[src/rtl/portal_pipe_dispatch_if.sv]
// rtl/portal_pipe_dispatch_if.sv - pipe input and method channel bundle for portal_pipe_dispatch
interface portal_pipe_dispatch_if #(
    parameter int NUM_METHODS = 4,
    parameter int DATA_WIDTH  = 64,
    parameter int TAG_WIDTH   = 32
);
    logic                              pipe_enq_ena;
    logic [DATA_WIDTH+TAG_WIDTH-1:0]   pipe_enq_v;
    logic                              pipe_enq_rdy;
    logic [NUM_METHODS-1:0]            method_ena;
    logic [NUM_METHODS*DATA_WIDTH-1:0] method_v;
    logic [NUM_METHODS-1:0]            method_rdy;

    modport master (
        output pipe_enq_ena, pipe_enq_v, method_rdy,
        input  pipe_enq_rdy, method_ena, method_v
    );

    modport slave (
        input  pipe_enq_ena, pipe_enq_v, method_rdy,
        output pipe_enq_rdy, method_ena, method_v
    );
endinterface

[src/rtl/portal_pipe_dispatch.sv]
// rtl/portal_pipe_dispatch.sv - tag-decoded pipe word dispatcher with per-method FIFOs
module portal_pipe_dispatch #(
    parameter int NUM_METHODS = 4,
    parameter int DATA_WIDTH  = 64,
    parameter int TAG_WIDTH   = 32,
    parameter int TAG_BASE    = 1,
    parameter int FIFO_DEPTH  = 2,
    parameter int CNT_WIDTH   = 16
) (
    input  logic                                             CLK,
    input  logic                                             RST,
    portal_pipe_dispatch_if.slave                            bus,
    output logic [CNT_WIDTH-1:0]                             o_drop_count,
    output logic [TAG_WIDTH-1:0]                             o_last_bad_tag,
    output logic [NUM_METHODS*($clog2(FIFO_DEPTH)+1)-1:0]    o_occupancy
);
    localparam int PW = $clog2(FIFO_DEPTH);
    localparam int CW = PW + 1;
    localparam logic [TAG_WIDTH-1:0] LP_BASE  = TAG_WIDTH'(TAG_BASE);
    localparam logic [TAG_WIDTH-1:0] LP_NUM   = TAG_WIDTH'(NUM_METHODS);
    localparam logic [CW-1:0]        LP_DEPTH = CW'(FIFO_DEPTH);

    logic [TAG_WIDTH-1:0]   w_tag;
    logic [DATA_WIDTH-1:0]  w_data;
    logic [TAG_WIDTH-1:0]   w_off;
    logic                   w_tag_ok;
    logic                   w_drop;
    logic [NUM_METHODS-1:0] w_hit;
    logic [NUM_METHODS-1:0] w_full;
    logic [NUM_METHODS-1:0] w_push;
    logic [NUM_METHODS-1:0] w_pop;

    logic [CNT_WIDTH-1:0]   r_drop_count;
    logic [TAG_WIDTH-1:0]   r_last_bad_tag;

    assign w_tag  = bus.pipe_enq_v[TAG_WIDTH-1:0];
    assign w_data = bus.pipe_enq_v[TAG_WIDTH +: DATA_WIDTH];
    assign w_off  = w_tag - LP_BASE;

    // The explicit lower bound stops tags below the base from aliasing into range.
    assign w_tag_ok = (w_tag >= LP_BASE) && (w_off < LP_NUM);
    assign w_drop   = bus.pipe_enq_ena && !w_tag_ok;

    assign bus.pipe_enq_rdy = !w_tag_ok || ~|(w_hit & w_full);

    generate
        for (genvar c = 0; c < NUM_METHODS; c++) begin : gen_ch
            logic [DATA_WIDTH-1:0] r_mem [FIFO_DEPTH];
            logic [PW-1:0]         r_wptr;
            logic [PW-1:0]         r_rptr;
            logic [CW-1:0]         r_count;

            assign w_hit[c]  = w_tag_ok && (w_off == TAG_WIDTH'(c));
            assign w_full[c] = (r_count == LP_DEPTH);
            assign w_push[c] = bus.pipe_enq_ena && w_hit[c] && !w_full[c];
            assign w_pop[c]  = (r_count != '0) && bus.method_rdy[c];

            assign bus.method_ena[c]                          = (r_count != '0);
            assign bus.method_v[c*DATA_WIDTH +: DATA_WIDTH]   = r_mem[r_rptr];
            assign o_occupancy[c*CW +: CW]                    = r_count;

            // Storage is cleared on reset so an idle channel never presents X.
            always_ff @(posedge CLK) begin
                if (RST) begin
                    for (int i = 0; i < FIFO_DEPTH; i++) begin
                        r_mem[i] <= '0;
                    end
                    r_wptr  <= '0;
                    r_rptr  <= '0;
                    r_count <= '0;
                end else begin
                    if (w_push[c]) begin
                        r_mem[r_wptr] <= w_data;
                        r_wptr        <= r_wptr + 1'b1;
                    end
                    if (w_pop[c]) begin
                        r_rptr <= r_rptr + 1'b1;
                    end
                    case ({w_push[c], w_pop[c]})
                        2'b10:   r_count <= r_count + 1'b1;
                        2'b01:   r_count <= r_count - 1'b1;
                        default: r_count <= r_count;
                    endcase
                end
            end
        end
    endgenerate

    always_ff @(posedge CLK) begin
        if (RST) begin
            r_drop_count   <= '0;
            r_last_bad_tag <= '0;
        end else if (w_drop) begin
            if (r_drop_count != '1) begin
                r_drop_count <= r_drop_count + 1'b1;
            end
            r_last_bad_tag <= w_tag;
        end
    end

    assign o_drop_count   = r_drop_count;
    assign o_last_bad_tag = r_last_bad_tag;
endmodule
[src/flat_wrapper.sv]
// flat-port wrapper written by rule: the top's interface ports become plain ports
module portal_pipe_dispatch_flat 
#(
    parameter int NUM_METHODS = 4,
    parameter int DATA_WIDTH  = 64,
    parameter int TAG_WIDTH   = 32,
    parameter int TAG_BASE    = 1,
    parameter int FIFO_DEPTH  = 2,
    parameter int CNT_WIDTH   = 16
)
  (CLK, RST, o_drop_count, o_last_bad_tag, o_occupancy, bus_pipe_enq_ena, bus_pipe_enq_v, bus_method_rdy, bus_pipe_enq_rdy, bus_method_ena, bus_method_v);
  portal_pipe_dispatch_if #(.NUM_METHODS(NUM_METHODS), .DATA_WIDTH(DATA_WIDTH), .TAG_WIDTH(TAG_WIDTH)) bus_i ();
  input  logic CLK;
  input  logic RST;
  output logic [CNT_WIDTH-1:0] o_drop_count;
  output logic [TAG_WIDTH-1:0] o_last_bad_tag;
  output logic [NUM_METHODS*($clog2(FIFO_DEPTH)+1)-1:0] o_occupancy;
  input wire logic [$bits(bus_i.pipe_enq_ena)-1:0] bus_pipe_enq_ena;
  input wire logic [$bits(bus_i.pipe_enq_v)-1:0] bus_pipe_enq_v;
  input wire logic [$bits(bus_i.method_rdy)-1:0] bus_method_rdy;
  output wire logic [$bits(bus_i.pipe_enq_rdy)-1:0] bus_pipe_enq_rdy;
  output wire logic [$bits(bus_i.method_ena)-1:0] bus_method_ena;
  output wire logic [$bits(bus_i.method_v)-1:0] bus_method_v;
  assign bus_i.pipe_enq_ena = bus_pipe_enq_ena;
  assign bus_i.pipe_enq_v = bus_pipe_enq_v;
  assign bus_i.method_rdy = bus_method_rdy;
  assign bus_pipe_enq_rdy = bus_i.pipe_enq_rdy;
  assign bus_method_ena = bus_i.method_ena;
  assign bus_method_v = bus_i.method_v;
  portal_pipe_dispatch #(.NUM_METHODS(NUM_METHODS), .DATA_WIDTH(DATA_WIDTH), .TAG_WIDTH(TAG_WIDTH), .TAG_BASE(TAG_BASE), .FIFO_DEPTH(FIFO_DEPTH), .CNT_WIDTH(CNT_WIDTH)) u_core (.CLK(CLK), .RST(RST), .bus(bus_i), .o_drop_count(o_drop_count), .o_last_bad_tag(o_last_bad_tag), .o_occupancy(o_occupancy));
endmodule
[config.mk]
export PLATFORM = sky130hd
export DESIGN_NAME = portal_pipe_dispatch_flat
export DESIGN_NICKNAME = d
export VERILOG_FILES = /design/src/rtl/portal_pipe_dispatch_if.sv /design/src/rtl/portal_pipe_dispatch.sv /design/src/flat_wrapper.sv
export SDC_FILE = /design/constraint.sdc
export NUM_CORES = 1
export LEC_CHECK = 0
export CORE_ASPECT_RATIO = 0.6
export CORE_MARGIN = 10
export CORE_UTILIZATION = 40
export CTS_CLUSTER_SIZE = 14
export DETAILED_ROUTE_END_ITERATION = 6
export GPL_ROUTABILITY_DRIVEN = 0
export PLACE_DENSITY = 0.7
export SYNTH_ARGS = -nofsm -noshare
export SYNTH_HDL_FRONTEND = slang
export SYNTH_SLANG_ARGS = --single-unit
[constraint.sdc]
create_clock -name CLK -period 8.9 [get_ports CLK]
set_input_delay 1.335 -clock CLK [delete_from_list [all_inputs] [get_ports CLK]]
set_output_delay 1.335 -clock CLK [all_outputs]
set_load 0.1 [all_outputs]
Word level (Yosys, flattened, before mapping)
Memories as Yosys holds them, arrays and structs flattened. A register that Yosys moved wholly into a read port is not among the register bits.
Index checks and enable logic that the tools add are counted.
Widths: inputs -> output; s select.
{ "word_totals": {"ff_bits": 64, "latchBits": 0, "ram_bits": 512, "mem_bits_ro": 0, "in_bits": 103, "out_inout_bits": 317, "wordCells": 133, "n_memories": 4} }
{ "classes": {"addsub": 18, "multipliers": 0, "div": 0, "magnitude_cmp": 2, "n_eq_ne": 16, "shifts": 0, "mux": 38, "bitwise": 1, "n_reduce_logical": 40} }
{ "mem_list": {"columns": ["name", "depth", "word_bits", "rd", "rd_clocked_by_memory_dff", "write_ports", "line_no", "rtl"], "rows": [
  ["u_core.gen_ch[0].r_mem", 2, 64, 1, 1, 2, "portal_pipe_dispatch.sv:48", "logic [DATA_WIDTH-1:0] r_mem [FIFO_DEPTH];"],
  ["u_core.gen_ch[1].r_mem", 2, 64, 1, 1, 2, "portal_pipe_dispatch.sv:48", null],
  ["u_core.gen_ch[2].r_mem", 2, 64, 1, 1, 2, "portal_pipe_dispatch.sv:48", null],
  ["u_core.gen_ch[3].r_mem", 2, 64, 1, 1, 2, "portal_pipe_dispatch.sv:48", null]
]} }
{ "ops": {"columns": ["operator", "count"], "rows": [
  ["$mux 64", 4],
  ["$reduce_or 64->1", 4],
  ["$eq 32x2->1 const B", 2],
  ["$eq 32x1->1 const B", 1],
  ["$ge 32x1->1 const B", 1],
  ["$logic_not 32->1", 1],
  ["$lt 32x3->1 const B", 1],
  ["$sub 32x1->32 const B", 1],
  ["$mux 1", 30],
  ["$logic_and 1x1->1", 18],
  ["$add 16x1->16 const B", 1],
  ["$eq 2x2->1 const B", 8],
  ["$ne 16x16->1 const B", 1],
  ["$pmux 2 s2", 4],
  ["$reduce_bool 2->1", 8],
  ["$add 1x1->1 const B", 8],
  ["$add 2x1->2 const B", 4],
  ["$eq 2x1->1 const B", 4],
  ["$sub 2x1->2 const B", 4],
  ["$logic_not 1->1", 6],
  ["$and 4x4->4", 1],
  ["$reduce_or 4->1", 1],
  ["$reduce_and 2->1", 1],
  ["$logic_or 1x1->1", 1]
]} }

Depth between registers and ports, before layout
{ "logic_depth": {"ltp_word": 11, "mapped_depth": 13, "ltp_nobuf": 10} }

Least setup slack after synthesis
OpenSTA, ideal clock, no wires.
{ "synth_timing": {"path_type": "in2reg", "startpoint": "input bus_pipe_enq_v[1]", "endpoint": "memory u_core.gen_ch[2].r_mem[1][0], enable pin", "setup_time_ns": 0.575, "arrival_time_ns": 7.828, "required_time_ns": 8.325, "setup_slack_ns": 0.498, "path_stages": 9, "n_path_buf": 3, "cell_sequence": "buf_2 -> nor3_1 -> nand2_1 -> o32ai_2 -> o2111ai_1 -> or4_4 -> buf_6 -> clkbuf_1 -> o21ai_0"} }
{ "synth_lines": {"columns": ["item", "line_no", "rtl"], "rows": [
  ["from (decl)", "flat_wrapper.sv:19", "input wire logic [$bits(bus_i.pipe_enq_v)-1:0] bus_pipe_enq_v;"],
  ["to (decl)", "portal_pipe_dispatch.sv:48", null]
]} }

Worst setup path in the final report
{ "layout_timing": {"startpoint": "input bus_pipe_enq_v[0]", "endpoint": "output bus_pipe_enq_rdy"} }
{ "layout_via": {"elab_chain_cells": 8, "word_cells_on_any_way": 17, "cone_classes": "add/sub: 1; order compare: 2; eq/ne: 3; bitwise: 1; reduce/logical: 10"} }
{ "layout_rtl": {"columns": ["item", "line_no", "rtl"], "rows": [
  ["$sub 32x1->32", "portal_pipe_dispatch.sv:38", "assign w_off = w_tag - LP_BASE;"],
  ["$lt 32x3->1", "portal_pipe_dispatch.sv:41", "assign w_tag_ok = (w_tag >= LP_BASE) && (w_off < LP_NUM);"],
  ["$logic_and 1x1->1", "portal_pipe_dispatch.sv:41", null],
  ["$logic_and 1x1->1", "portal_pipe_dispatch.sv:53", "assign w_hit[c] = w_tag_ok && (w_off == TAG_WIDTH'(c));"],
  ["$and 4x4->4", "portal_pipe_dispatch.sv:44", "assign bus.pipe_enq_rdy = !w_tag_ok || ~|(w_hit & w_full);"],
  ["$reduce_or 4->1", "portal_pipe_dispatch.sv:44", null],
  ["$logic_not 1->1", "portal_pipe_dispatch.sv:44", null],
  ["$logic_or 1x1->1 (*)", "portal_pipe_dispatch.sv:44", null],
  ["to (decl)", "flat_wrapper.sv:21", "output wire logic [$bits(bus_i.pipe_enq_rdy)-1:0] bus_pipe_enq_rdy;"]
]} }
Mark *: on every way between the ends. The rest lies on a longest branch, timed or not.

==> results.txt <==
The type of the most critical hold path is reg2reg. Yosys mapped a number of flops with a built-in enable equal to 512. The fmax came out at 0.159 GHz. TritonCTS built the clock tree.

The number of antenna violations at the first check in global routing came to 0. The count of nets left with antenna violations after detail routing is 0. Pin placement for this block handled 420 I/O pins.

In the final layout, flip-flops and latches occupy 0.0168 mm². The largest total area in the synthesized netlist belongs to sky130_fd_sc_hd__edfxtp_1. The area share of the largest cell type after synthesis came out at 59.8%. The layout overhead on the synthesized area came out at 26.1%. The number of DRC violations after detailed routing came out at 0. The final critical path time including I/O delays and setup is 6270 ps. After synthesis the netlist holds a flip-flop and latch count of 580. For this design, the sink count on the clock tree is 580. Among all flip-flop cells after synthesis, the most frequent one is sky130_fd_sc_hd__edfxtp_1. After clock tree synthesis, the clock-pin slew on the worst setup and hold paths is 60 ps.

The synthesized area per cell is 13.9 µm². The average wire length per cell after detail routing is 24.6 µm. The maximum clock path buffer count came out at 3. The layout has 5242 filler cells. The yosys synthesis warning count came out at 0.

The critical path launch point type is an input port. The ratio of routed vias to standard cells is 5.40. Synthesis produced a netlist with a net count of 1955. The routing usage on met1 came out at 26.8%. The data required time at the worst endpoint is 7570 ps. The aggregate global routing overflow came out at 0. The net total in the final layout is 2312.

The number of gates resized after cts is 0. Setup repair after global routing left no endpoint under its margin. The later pin in the worst-skew pair is clocked with a latency of 620 ps. The relative max-transition margin came out at 13.6%. Global routing consumed, over all layers together, 19.6% of the routing resources. The quantity of hold-fixing buffers added after cts is 0. The final design instance area without fill came out at 0.0324 mm². The multi-input combinational cell area is 0.00842 mm².

In this run the vertical extent of the chip is 216 µm. Adding up every negative setup slack in the final design gives 0 ps. The HPWL after detailed placement came out at 47.7 mm.

The unique cell type count in the Yosys netlist came out at 47. The final number of setup-violating endpoints is 0. The register-to-register setup slack is 5530 ps. The number of vias in the routed layout came out at 16700. The CTS buffer count came out at 55.

The maximum number of pins on one net before global-route repair is 77. The most common cell in the synthesized netlist is sky130_fd_sc_hd__edfxtp_1. The share of final-layout standard cells stronger than drive strength 1 is 17.8%.

Once placement finished, the instance area stood at 0.0305 mm². The antenna diode instance count came out at 0. Among all stages on the critical path, the largest delay is contributed by sky130_fd_sc_hd__clkdlybuf4s50_1. The layer flagged by global routing as most heavily used is met2.

After floorplanning, the core was divided into 71 placement rows. The number of cells produced by synthesis came out at 1847. The largest single stage delay on the critical path is 1010 ps. The effective utilization at floorplan is 40.7%. The ratio of final minimum period to clock period is 70.5%. The cell area after technology mapping is 0.0257 mm². By count the netlist is led by 512 x sky130_fd_sc_hd__edfxtp_1, 390 x sky130_fd_sc_hd__and2_1, 260 x sky130_fd_sc_hd__mux2_2, 131 x sky130_fd_sc_hd__nor4_1, 91 x sky130_fd_sc_hd__clkbuf_1. The power density of the placed cells is 194 mW/mm².

The global routing usage on met2 came out at 31.4%. The via count of the first global-routing pass is 17000. For this run, the detailed router's first-pass iteration total came to 5. The first global-routing pass estimated 113 mm of wire. Sequential elements use 65.1% of the synthesized area. The reported leakage power is 11.4 nW. The number of buffers added for setup after CTS came out at 0.

The DRC violation total after the first TritonRoute iteration came out at 1339. The cell sitting at the root of the clock tree is a sky130_fd_sc_hd__clkbuf_16. The max-cap check violation count came out at 0.

The setup skew after layout is 22.5 ps. The critical path goes through clkdlybuf4s50_1 -> nor3_1 -> nand2_1 -> o32ai_2 -> o2111ai_1 -> or4_1 -> clkdlybuf4s50_1. The met3 track demand over resource in global routing is 4.99%. The transition time at the pin with the least slew margin came out at 1290 ps.

The number of max-slew violations in the final report is 0. STA classifies the critical path endpoint as an output pin. The largest fanout on the critical path came out at 11. The clock tree synthesis step divided the H-tree into 2 levels. The proportion of register bits with asynchronous set or reset after synthesis came out at 0%. The peak ir drop on the vdd network came out at 0.127 mV.

The cell that appears most often on the critical path is sky130_fd_sc_hd__clkdlybuf4s50_1. The wire length after detailed routing is 76.1 mm. Sorting the synthesized cells by area gives the leading types as sky130_fd_sc_hd__edfxtp_1 60%, sky130_fd_sc_hd__mux2_2 11%, sky130_fd_sc_hd__and2_1 9.5%.

After floorplanning, the core was sized to cover 0.0632 mm². The total count of hold-check failures in the final report is 0. The data arrival time at the worst-slack endpoint came out at 4940 ps. The critical path start-end classification is in2out. The count of buffers added on input and output ports is 419. The flow ran to the end, and the final reports show no timing, DRC or antenna violations. The die covers 0.0752 mm².

The die span in x came out at 347 µm.
[state kept, by name (all words and copies together) (netlist names), named ones only]
signal and count:
u_core.gen_ch.r_mem 512, u_core.gen_ch.r_wptr 4, u_core.o_last_bad_tag 32, u_core.o_drop_count 16, u_core.gen_ch.r_count 8, u_core.gen_ch.r_rptr 4
[routing by layer]
metal	up-vias	share of wire [%]	wire (µm)
li1	7505	-	-
met1	8414	43	33100
met2	673	46	35400
met3	79	8.6	6580
met4	0	1.4	1060
met5	-	0	0
[power breakdown]
| part | switching, mW | internal, mW |
|---|---|---|
| sequential | 0.0285 | 3.05 |
| clock | 1.05 | 1.44 |
| combinational | 0.554 | 0.165 |
[through the flow]
step | setup slack, ps | utilization, % | cells | total power [mW] | hold WS, ps
6_report | 2630 | 51.3 | 3090 | 6.29 | 496
5_1_grt | 2460 | 51.3 | 3090 | 6.47 | 529
4_1_cts | 2680 | 51.3 | 3090 | 6.34 | 501
3_5_place_dp | 2700 | 48.4 | 2986 | 3.86 | 487
3_3_place_gp | 2680 | 48.4 | 2986 | 3.85 | 468
2_1_floorplan | 498 | - | 1847 | 3.62 | 467
[cells in the final DEF (no fill, tap or decap), types with 13 or more instances in the layout]
cell type                         netlist  routed
sky130_fd_sc_hd__nor2_1                64      64
sky130_fd_sc_hd__nand2_1               83      79
sky130_fd_sc_hd__clkinv_1               0      16
sky130_fd_sc_hd__nor4_1               131     131
sky130_fd_sc_hd__and2_1               390     390
sky130_fd_sc_hd__buf_4                  0      19
sky130_fd_sc_hd__nand3_1               13      13
sky130_fd_sc_hd__mux2i_1               35      35
sky130_fd_sc_hd__mux2_2               260     260
sky130_fd_sc_hd__clkdlybuf4s50_1        0     414
sky130_fd_sc_hd__a21oi_1               21      21
sky130_fd_sc_hd__dfxtp_1               68      62
sky130_fd_sc_hd__clkbuf_16              0      56
sky130_fd_sc_hd__edfxtp_1             512     512
[final timing paths]
| check | startpoint | endpoint | cells after the start |
|---|---|---|---|
| worst max-delay path | bus_pipe_enq_v[0] | bus_pipe_enq_rdy | 7 |
| worst min-delay path | u_core.o_last_bad_tag[28]$_SDFFE_PP0P_ | u_core.o_last_bad_tag[28]$_SDFFE_PP0P_ | 2 |
| worst max register to register | u_core.gen_ch[1].r_wptr$_SDFFE_PP0N_ | u_core.gen_ch[1].r_mem[1][18]$_SDFFCE_PN0P_ | 4 |
| worst min register to register | u_core.o_last_bad_tag[28]$_SDFFE_PP0P_ | u_core.o_last_bad_tag[28]$_SDFFE_PP0P_ | 2 |
[area by class of cell]
class	instances	area share [%]
multi-input combinational	1128	26.0
clock inverter	40	1.39
timing repair buffer	434	13.2
inverter	5	0.0579
tap	839	3.24
sequential	580	51.7
clock buffer	64	4.41
[worst max-delay path: cells and delay by family]
| family | cells | cell delay, ps |
|---|---|---|
| AND/OR/NAND/NOR | 3 | 1350 |
| AO/OA/AOI/OAI | 2 | 600 |
| buffers and inverters | 2 | 1660 |
[cell families (layout without fill, tap and decap cells)]
family                   Yosys count  after routing  share of synthesized area, %
AND/OR/NAND/NOR                  757            757                          17.4
flip-flops                       580            580                          65.1
buffers and inverters            139            543                          2.68
adder cells (fa/ha/maj)            5              5                         0.243
multiplexers                     295            295                          12.7
XOR/XNOR                          14             14                         0.477
AO/OA/AOI/OAI                     57             57                          1.40
Note: power is estimated with default switching activity, not from simulation.
